--- config.mk ---
export PLATFORM = sky130hd
export DESIGN_NAME = shift8_rx
export DESIGN_NICKNAME = d
export VERILOG_FILES = /design/src/rtl/shift8_rx_pkg.sv /design/src/rtl/shift8_rx_shift_reg_sipo.sv /design/src/rtl/shift8_rx.sv
export SDC_FILE = /design/constraint.sdc
export NUM_CORES = 1
export LEC_CHECK = 0
export CORE_ASPECT_RATIO = 1.2
export CORE_MARGIN = 10
export CORE_UTILIZATION = 55
export CTS_BUF_LIST = sky130_fd_sc_hd__clkbuf_4 sky130_fd_sc_hd__clkbuf_8
export DETAILED_ROUTE_END_ITERATION = 6
export GPL_TIMING_DRIVEN = 0
export PLACE_DENSITY = 0.92
export SYNTH_ARGS = -nofsm -noshare
export SYNTH_HDL_FRONTEND = slang
export SYNTH_SLANG_ARGS = --single-unit
--- constraint.sdc ---
create_clock -name clk -period 1.6 [get_ports clk]
set_input_delay 0.32 -clock clk [delete_from_list [all_inputs] [get_ports clk]]
set_output_delay 0.32 -clock clk [all_outputs]
set_load 0.005 [all_outputs]
--- src/rtl/shift8_rx_pkg.sv ---
// Shared shifter definitions: FSM state encoding and direction constants,
// common to this receiver and the matching transmitter.
package shift8_rx_pkg;

  typedef enum logic [1:0] {
    IDLE = 2'b00,
    DATA = 2'b01,
    STOP = 2'b10
  } rx_state_e;

  localparam logic DIR_LSB_FIRST = 1'b0;
  localparam logic DIR_MSB_FIRST = 1'b1;

endpackage

--- src/rtl/shift8_rx_shift_reg_sipo.sv ---
// Serial-in parallel-out shift register; clr has priority over shift.
// dir selects LSB-first (enter at MSB, shift right) or MSB-first (enter at LSB, shift left).
module shift_reg_sipo
  import shift8_rx_pkg::*;
#(
  parameter int WIDTH = 8
) (
  input  logic             clk,
  input  logic             reset_n,
  input  logic             clr,
  input  logic             shift,
  input  logic             dir,
  input  logic             sin,
  output logic [WIDTH-1:0] q
);

  logic [WIDTH-1:0] r_q;

  always_ff @(posedge clk or negedge reset_n) begin
    if (!reset_n) begin
      r_q <= '0;
    end else if (clr) begin
      r_q <= '0;
    end else if (shift) begin
      if (dir == DIR_MSB_FIRST) r_q <= {r_q[WIDTH-2:0], sin};
      else                      r_q <= {sin, r_q[WIDTH-1:1]};
    end
  end

  assign q = r_q;

endmodule

--- src/rtl/shift8_rx.sv ---
// Framed serial receiver: start bit (0), WIDTH data bits, stop bit (1), sampled on en strobes.
// valid/frame_err are registered one-cycle pulses in the cycle after the stop-bit edge.
module shift8_rx
  import shift8_rx_pkg::*;
#(
  parameter int WIDTH = 8
) (
  input  logic             clk,
  input  logic             reset_n,
  input  logic             en,
  input  logic             sin,
  input  logic             dir,
  output logic [WIDTH-1:0] dout,
  output logic             valid,
  output logic             busy,
  output logic             frame_err
);

  localparam int CW = $clog2(WIDTH + 1);

  rx_state_e        r_state;
  rx_state_e        w_next;
  logic [CW-1:0]    r_cnt;
  logic             r_dir;
  logic [WIDTH-1:0] r_dout;
  logic             r_valid;
  logic             r_ferr;
  logic [WIDTH-1:0] w_q;
  logic             w_start;
  logic             w_shift;
  logic             w_load;
  logic             w_err;

  shift_reg_sipo #(.WIDTH(WIDTH)) u_sipo (
    .clk     (clk),
    .reset_n (reset_n),
    .clr     (w_start),
    .shift   (w_shift),
    .dir     (r_dir),
    .sin     (sin),
    .q       (w_q)
  );

  always_comb begin
    w_next  = r_state;
    w_start = 1'b0;
    w_shift = 1'b0;
    w_load  = 1'b0;
    w_err   = 1'b0;
    case (r_state)
      IDLE: begin
        if (en && !sin) begin
          w_next  = DATA;
          w_start = 1'b1;
        end
      end
      DATA: begin
        if (en) begin
          w_shift = 1'b1;
          if (r_cnt == CW'(WIDTH - 1)) w_next = STOP;
        end
      end
      STOP: begin
        if (en) begin
          w_load = sin;
          w_err  = !sin;
          w_next = IDLE;
        end
      end
      default: w_next = IDLE;
    endcase
  end

  always_ff @(posedge clk or negedge reset_n) begin
    if (!reset_n) begin
      r_state <= IDLE;
      r_cnt   <= '0;
      r_dir   <= DIR_LSB_FIRST;
      r_dout  <= '0;
      r_valid <= 1'b0;
      r_ferr  <= 1'b0;
    end else begin
      r_state <= w_next;
      r_valid <= w_load;
      r_ferr  <= w_err;
      // Direction is latched at the start bit so mid-frame changes are ignored.
      if (w_start) begin
        r_cnt <= '0;
        r_dir <= dir;
      end else if (w_shift) begin
        r_cnt <= r_cnt + 1'b1;
      end
      if (w_load) r_dout <= w_q;
    end
  end

  assign dout      = r_dout;
  assign valid     = r_valid;
  assign frame_err = r_ferr;
  assign busy      = (r_state != IDLE);

endmodule

==> run summary, run 1 <==
status = complete, no violations
post-synth top area share = 57.27%
clock sinks = 25
final routed wirelength across all metal layers = 2.047 mm
leading register cell type out of synthesis = sky130_fd_sc_hd__dfrtp_1
peak clock frequency supported by timing = 0.6661 GHz
horizontal die dimension = 60.68 microns
wire length of the first global-routing pass = 3.463 mm
post-synthesis mux area share = 18.67%
Routability Congestion = 0.7097
Critical-path top delay cell = sky130_fd_sc_hd__clkdlybuf4s50_1
Reg2Reg Setup Slack = 280 ps
Synth Area in XOR/XNOR = 0%
Max Slew Vio Count = 0
CTS Buf Count = 3
number of nets produced by synthesis = 85
nets@finish = 107
footprint of the multi-input gates = 439.2 sq um
number of antenna-violating nets in the routed design = 0
post-synthesis cell type with the largest combined area = sky130_fd_sc_hd__dfrtp_1
slew margin rel. = 29.30%
final antenna diode count = 0
final clock skew = 2.974 ps
Yosys Warn Count = 0
Cell Count, Final, Fillers Out = 119
launching instance or port of the critical path = dout[7]$_DFFE_PN0P_
First-pass DRT Iterations = 4
number of buffer cells added on primary ports = 15
pin count of the biggest net entering global routing = 26
depth of the worst register-to-register path = 4
Filler Cells Inserted = 138
latest clock arrival within the worst-skew pair = 300 ps
number of enable flip-flop cells after synthesis = 0
sequential fraction of the synthesis area = 57.27%
end point of the critical path = dout[7]
maximum cell stage delay along the critical path = 510 ps
layout-stage area growth over the synthesis result = 19.82%
maximum resistive drop on vdd = 0.8038 mV
instance count of the mapped netlist = 79
count of max-cap constraint violations = 0
Via Count = 720
Clock Pin Slew Worst Setup and Hold Paths = 120 ps
class of the worst hold path = flip-flop to flip-flop
count of cell instances traversed by the critical path = 1
Worst setup EP type = output port
Worst R2R End = r_cnt[1]$_DFFE_PN0P_
core region area = 0.001872 sq mm
First DRT Iteration DRCs = 24
placed cells = 113
worst slack after detailed placement = -116.1 ps
aggregate global-route resource usage = 10.66%
area of the die = 0.004176 sq mm
most frequent cells after synthesis = sky130_fd_sc_hd__dfrtp_1, sky130_fd_sc_hd__mux2_2, sky130_fd_sc_hd__mux2i_1, sky130_fd_sc_hd__o2bb2ai_1
per-cell via count in the routed design = 6.050
unrepaired setup endpoints after global routing = false
Power Total = 1.797 mW
final routed DRC violation total = 0
top fanout value on the critical path = 2
final critical path time including I/O delays and setup = 1501 ps
Post-Syn Area = 0.001092 sq mm
Req. time, crit path = 1280 ps
Critical path buffers and inverters = 1
post-synthesis compound-gate area fraction = 10.42%
power per standard cell area = 1373 mW/mm^2
Data arrival, critical path = 1180 ps
setup TNS after final layout = 0 ps
number of top-level pins = 16
number of cell rows = 17
combinational family with the most area after synthesis = multiplexers
clock tree from TritonCTS = done
routed wirelength normalized by instance count = 17.20 microns
end-of-flow core utilization = 69.92%
overflow left after global routing = 0
proportion of layout cells with a drive suffix above 1 = 25.00%
number of cells traversed by the worst hold path = 1
transition at the pin with the smallest max-transition slack = 1057 ps
worst-case clock buffer depth = 2
simple-gate share of the synthesized area = 9.966%
Post-Syn Area per Cell = 13.83 sq um
cell chosen for the clock root = sky130_fd_sc_hd__clkbuf_4
Cell variety after synth = 23
number of register bits inferred by synthesis = 25
count of endpoints failing setup in the final report = 0
source of the worst register-to-register timing path = r_state[1]$_DFFE_PN0P_
number of antenna violations at the first check in global routing = 0
number of global-route vias before repair = 759
final worst path period share = 93.83%
largest cells by area after synthesis = sky130_fd_sc_hd__dfrtp_1, sky130_fd_sc_hd__mux2_2, sky130_fd_sc_hd__mux2i_1, sky130_fd_sc_hd__o2bb2ai_1, sky130_fd_sc_hd__nand4b_4
starting density of the core = 58.36%
Cell Chain, Critical Path = clkdlybuf4s50_1
Leakage Power = 0.6062 nW
most common cell in the synthesized netlist = sky130_fd_sc_hd__dfrtp_1
Sequential Area = 628.1 sq um
area share of fa/ha/maj cells after synthesis = 1.145%
Largest delay share family, worst path = buffers and inverters
number of buffers inserted by hold repair at cts = 0
CTS H-tree depth = 1
Hold Fails Final Rpt = 0
Worst Setup Start Kind = flip-flop
ys async rst share = 100.0%
path type of the worst setup path = flip-flop to output port
floorplan die height = 68.82 microns
estimated wirelength of the detail-placed design = 1.477 mm
Setup WS post-layout = 98.64 ps
==> per-stage QoR <==
| step | area [sq um] | hold WS, ps |
|---|---|---|
| 6_report | 1309 | 517.9 |
| 2_1_floorplan | 1092 | 24.41 |
| 3_5_place_dp | 1266 | 493.8 |
| 4_1_cts | 1314 | 522.7 |
| 5_1_grt | 1309 | 533.0 |
| 3_3_place_gp | 1266 | 486.4 |
==> placed cells by master (no fill, tap or decap), drive strengths merged <==
cell type       n
a211o           1
and3            1
nand3           1
nand4b          1
nand2b          3
a311oi          1
nand3b          2
or2             1
mux2i           8
ha              1
nor2            3
nor2b           1
o32ai           1
inv             2
nor3b           1
clkdlybuf4s50  14
buf             4
a22o            2
clkbuf          6
o2bb2ai         8
nand2           1
dfrtp          25
mux2           11
nor3            1
==> what timing repair did <==
action	4_1_cts	5_1_grt
endpoints found under the setup margin	1	1
pin swaps	0	0
buffers inserted	2	0
gates resized for setup	4	1
==> metal layers <==
layer  vias to the layer above  wire length [microns]  track usage, %  share of wire, %
met5                         -                      0               0                 0
met2                        18                   1051           18.11                51
met3                         4                    120           2.742               5.9
met4                         0                     26           5.495               1.3
met1                       363                    848           11.98                41
li1                        335                      -               -                 -
==> logic make-up after synthesis <==
family / count (synthesis)
AND/OR/NAND/NOR: 16
AO/OA/AOI/OAI: 13
buffers and inverters: 5
adder cells (fa/ha/maj): 1
multiplexers: 19
flip-flops: 25
==> state kept, by name (all words and copies together), names as in the netlist <==
name and flops:
dout 8, frame_err 1, r_state 2, u_sipo.q 8, r_dir 1, r_cnt 4
valid 1
==> final cells by class <==
type / count / share of cell area (%)
flip-flops and latches: 25 / 47.99
multi-input cells: 49 / 33.56
repair buffers: 17 / 12.24
clock buffers: 4 / 2.294
well taps: 19 / 1.816
plain buffers: 3 / 1.530
inverters: 2 / 0.5736
==> worst min-delay path by stage <==
stage | endpoint | start | slack (ps)
4_1_cts | dout[1]$_DFFE_PN0P_ | dout[1]$_DFFE_PN0P_ | 520
5_1_grt | dout[2]$_DFFE_PN0P_ | dout[2]$_DFFE_PN0P_ | 530
6_report | dout[1]$_DFFE_PN0P_ | dout[1]$_DFFE_PN0P_ | 520
3_3_place_gp | dout[3]$_DFFE_PN0P_ | dout[3]$_DFFE_PN0P_ | 490
3_5_place_dp | dout[1]$_DFFE_PN0P_ | dout[1]$_DFFE_PN0P_ | 490
2_1_floorplan | dout[0]$_DFFE_PN0P_ | reset_n | 20
==> power breakdown <==
group / switching [mW] / total, mW / internal, mW
combinational: 0.267 / 0.594 / 0.328
clock: 0.166 / 0.281 / 0.114
sequential: 0.138 / 0.922 / 0.784
(Power assumes the default switching activity.)
==> inputs of run 2 (changes only) <==
--- a/config.mk
+++ b/config.mk
@@ -10,7 +10,7 @@
 export CORE_UTILIZATION = 55
 export CTS_BUF_LIST = sky130_fd_sc_hd__clkbuf_4 sky130_fd_sc_hd__clkbuf_8
 export DETAILED_ROUTE_END_ITERATION = 6
-export GPL_TIMING_DRIVEN = 0
+export GPL_TIMING_DRIVEN = 1
 export PLACE_DENSITY = 0.92
 export SYNTH_ARGS = -nofsm -noshare
 export SYNTH_HDL_FRONTEND = slang
==> run 2 against run 1 <==
  * Register-to-register slack about the same
  * Count of clock-buffer cells in the layout shrank 1
  * Critical endpoint unchanged
  * Clock skew up 9.7 ps
  * Global-route usage fell by 0.15 points
  * Design area increased by 0.38%
  * Routed wire length shrank 4.2%
  * Highest routed layer unchanged
  * Largest cell class unchanged
  * Power fell by 0.37%
==> run summary, run 2 (synthesized netlist as in run 1, its figures left out) <==
Cell Count, Final, Fillers Out = 120
First-pass DRT Iterations = 4
end-of-flow core utilization = 70.19%
worst-case clock buffer depth = 2
horizontal die dimension = 60.68 microns
unrepaired setup endpoints after global routing = false
nets@finish = 108
Worst setup EP type = output port
latest clock arrival within the worst-skew pair = 330 ps
source of the worst register-to-register timing path = r_state[0]$_DFFE_PN0P_
cell chosen for the clock root = sky130_fd_sc_hd__clkbuf_4
count of max-cap constraint violations = 0
Critical path buffers and inverters = 1
Req. time, crit path = 1280 ps
area of the die = 0.004176 sq mm
number of cell rows = 17
power per standard cell area = 1363 mW/mm^2
per-cell via count in the routed design = 5.867
footprint of the multi-input gates = 439.2 sq um
number of antenna-violating nets in the routed design = 0
commonest non-fill, non-tap cell in the layout = sky130_fd_sc_hd__dfrtp_1
Reg2Reg Setup Slack = 280 ps
number of buffer cells added on primary ports = 15
Filler Cells Inserted = 129
aggregate global-route resource usage = 10.52%
number of antenna violations at the first check in global routing = 0
CTS H-tree depth = 1
number of top-level pins = 16
Clock Pin Slew Worst Setup and Hold Paths = 140 ps
CTS Buf Count = 3
overflow left after global routing = 0
starting density of the core = 58.36%
Max Slew Vio Count = 0
peak clock frequency supported by timing = 0.6586 GHz
Critical-path top delay cell = sky130_fd_sc_hd__clkdlybuf4s50_1
final routed wirelength across all metal layers = 1.961 mm
Data arrival, critical path = 1200 ps
final worst path period share = 94.90%
count of cell instances traversed by the critical path = 1
pin count of the biggest net entering global routing = 26
estimated wirelength of the detail-placed design = 1.376 mm
Cell Chain, Critical Path = clkdlybuf4s50_1
status = complete, no violations
setup TNS after final layout = 0 ps
Sequential Area = 625.6 sq um
count of endpoints failing setup in the final report = 0
worst hold margin = 327.9 ps
path type of the worst setup path = flip-flop to output port
slew margin rel. = 69.20%
depth of the worst register-to-register path = 5
proportion of layout cells with a drive suffix above 1 = 23.76%
First DRT Iteration DRCs = 28
launching instance or port of the critical path = dout[7]$_DFFE_PN0P_
Via Count = 704
routed wirelength normalized by instance count = 16.34 microns
core region area = 0.001872 sq mm
final clock skew = 12.66 ps
final routed DRC violation total = 0
placed cells = 116
end point of the critical path = dout[7]
number of global-route vias before repair = 722
commonest cells after routing, fill and taps aside = sky130_fd_sc_hd__dfrtp_1, sky130_fd_sc_hd__clkdlybuf4s50_1, sky130_fd_sc_hd__mux2_2
Largest delay share family, worst path = buffers and inverters
wire length of the first global-routing pass = 3.291 mm
floorplan die height = 68.82 microns
top fanout value on the critical path = 2
maximum resistive drop on vdd = 0.9271 mV
class of the worst hold path = input port to asynchronous set/reset pin
layout-stage area growth over the synthesis result = 20.27%
final critical path time including I/O delays and setup = 1518 ps
clock tree from TritonCTS = done
Worst R2R End = u_sipo.q[6]$_DFFE_PN0P_
Routability Congestion = 0.7817
transition at the pin with the smallest max-transition slack = 462.0 ps
maximum cell stage delay along the critical path = 500 ps
final antenna diode count = 0
Hold Fails Final Rpt = 0
Leakage Power = 0.6130 nW
Power Total = 1.790 mW
Worst Setup Start Kind = flip-flop
number of buffers inserted by hold repair at cts = 0
clock sinks = 25
[run 2: changes by cell type in the layout (fill, tap and decap cells not counted), sizes merged]
cell and delta:
buf +2, clkinv +1, clkbuf -2
[run 2: worst min-delay path by stage]
stage / from / endpoint / slack (ps)
CTS: reset_n / u_sipo.q[1]$_DFFE_PN0P_ / 330
detailed placement: dout[4]$_DFFE_PN0P_ / dout[4]$_DFFE_PN0P_ / 490
finish: reset_n / u_sipo.q[2]$_DFFE_PN0P_ / 330
global placement: dout[4]$_DFFE_PN0P_ / dout[4]$_DFFE_PN0P_ / 490
global route: reset_n / valid$_DFF_PN0_ / 350
floorplan: reset_n / dout[0]$_DFFE_PN0P_ / 20
[run 2: routing by layer]
metal / part of all wire [%] / track usage, % / up-vias
met1: 44 / 11.99 / 345
met4: 1.7 / 7.418 / 0
met3: 7.6 / 3.291 / 4
li1: - / - / 333
met2: 46 / 16.33 / 22
met5: 0 / 0 / -
[run 2: cell type report]
cell class                      count  share of cell area, %
Sequential cell                    25                  47.62
Clock buffer                        3                  1.714
Inverter                            2                 0.5714
Timing Repair Buffer               21                  14.48
Multi-Input combinational cell     49                  33.43
Clock inverter                      1                 0.3810
Tap cell                           19                  1.810
[run 2: what timing repair did]
action	4_1_cts	5_1_grt
pin swaps	0	0
buffers inserted	0	0
setup endpoints to repair	1	1
resized for setup	2	1
[run 2: where the power goes]
group / leakage, nW / internal (mW) / total, mW / switching (mW)
registers: 0.326 / 0.781 / 0.964 / 0.183
clock network: 0.0177 / 0.0938 / 0.280 / 0.187
logic: 0.269 / 0.324 / 0.546 / 0.222
total: 0.613 / 1.20 / 1.79 / 0.591
[run 2: through the flow]
step,worst slack [ps],instance area [sq um]
global placement,-47.17,1291
detailed placement,-91.05,1291
finish,81.64,1314
global route,7.711,1314
floorplan,292.0,1092
CTS,9.270,1319
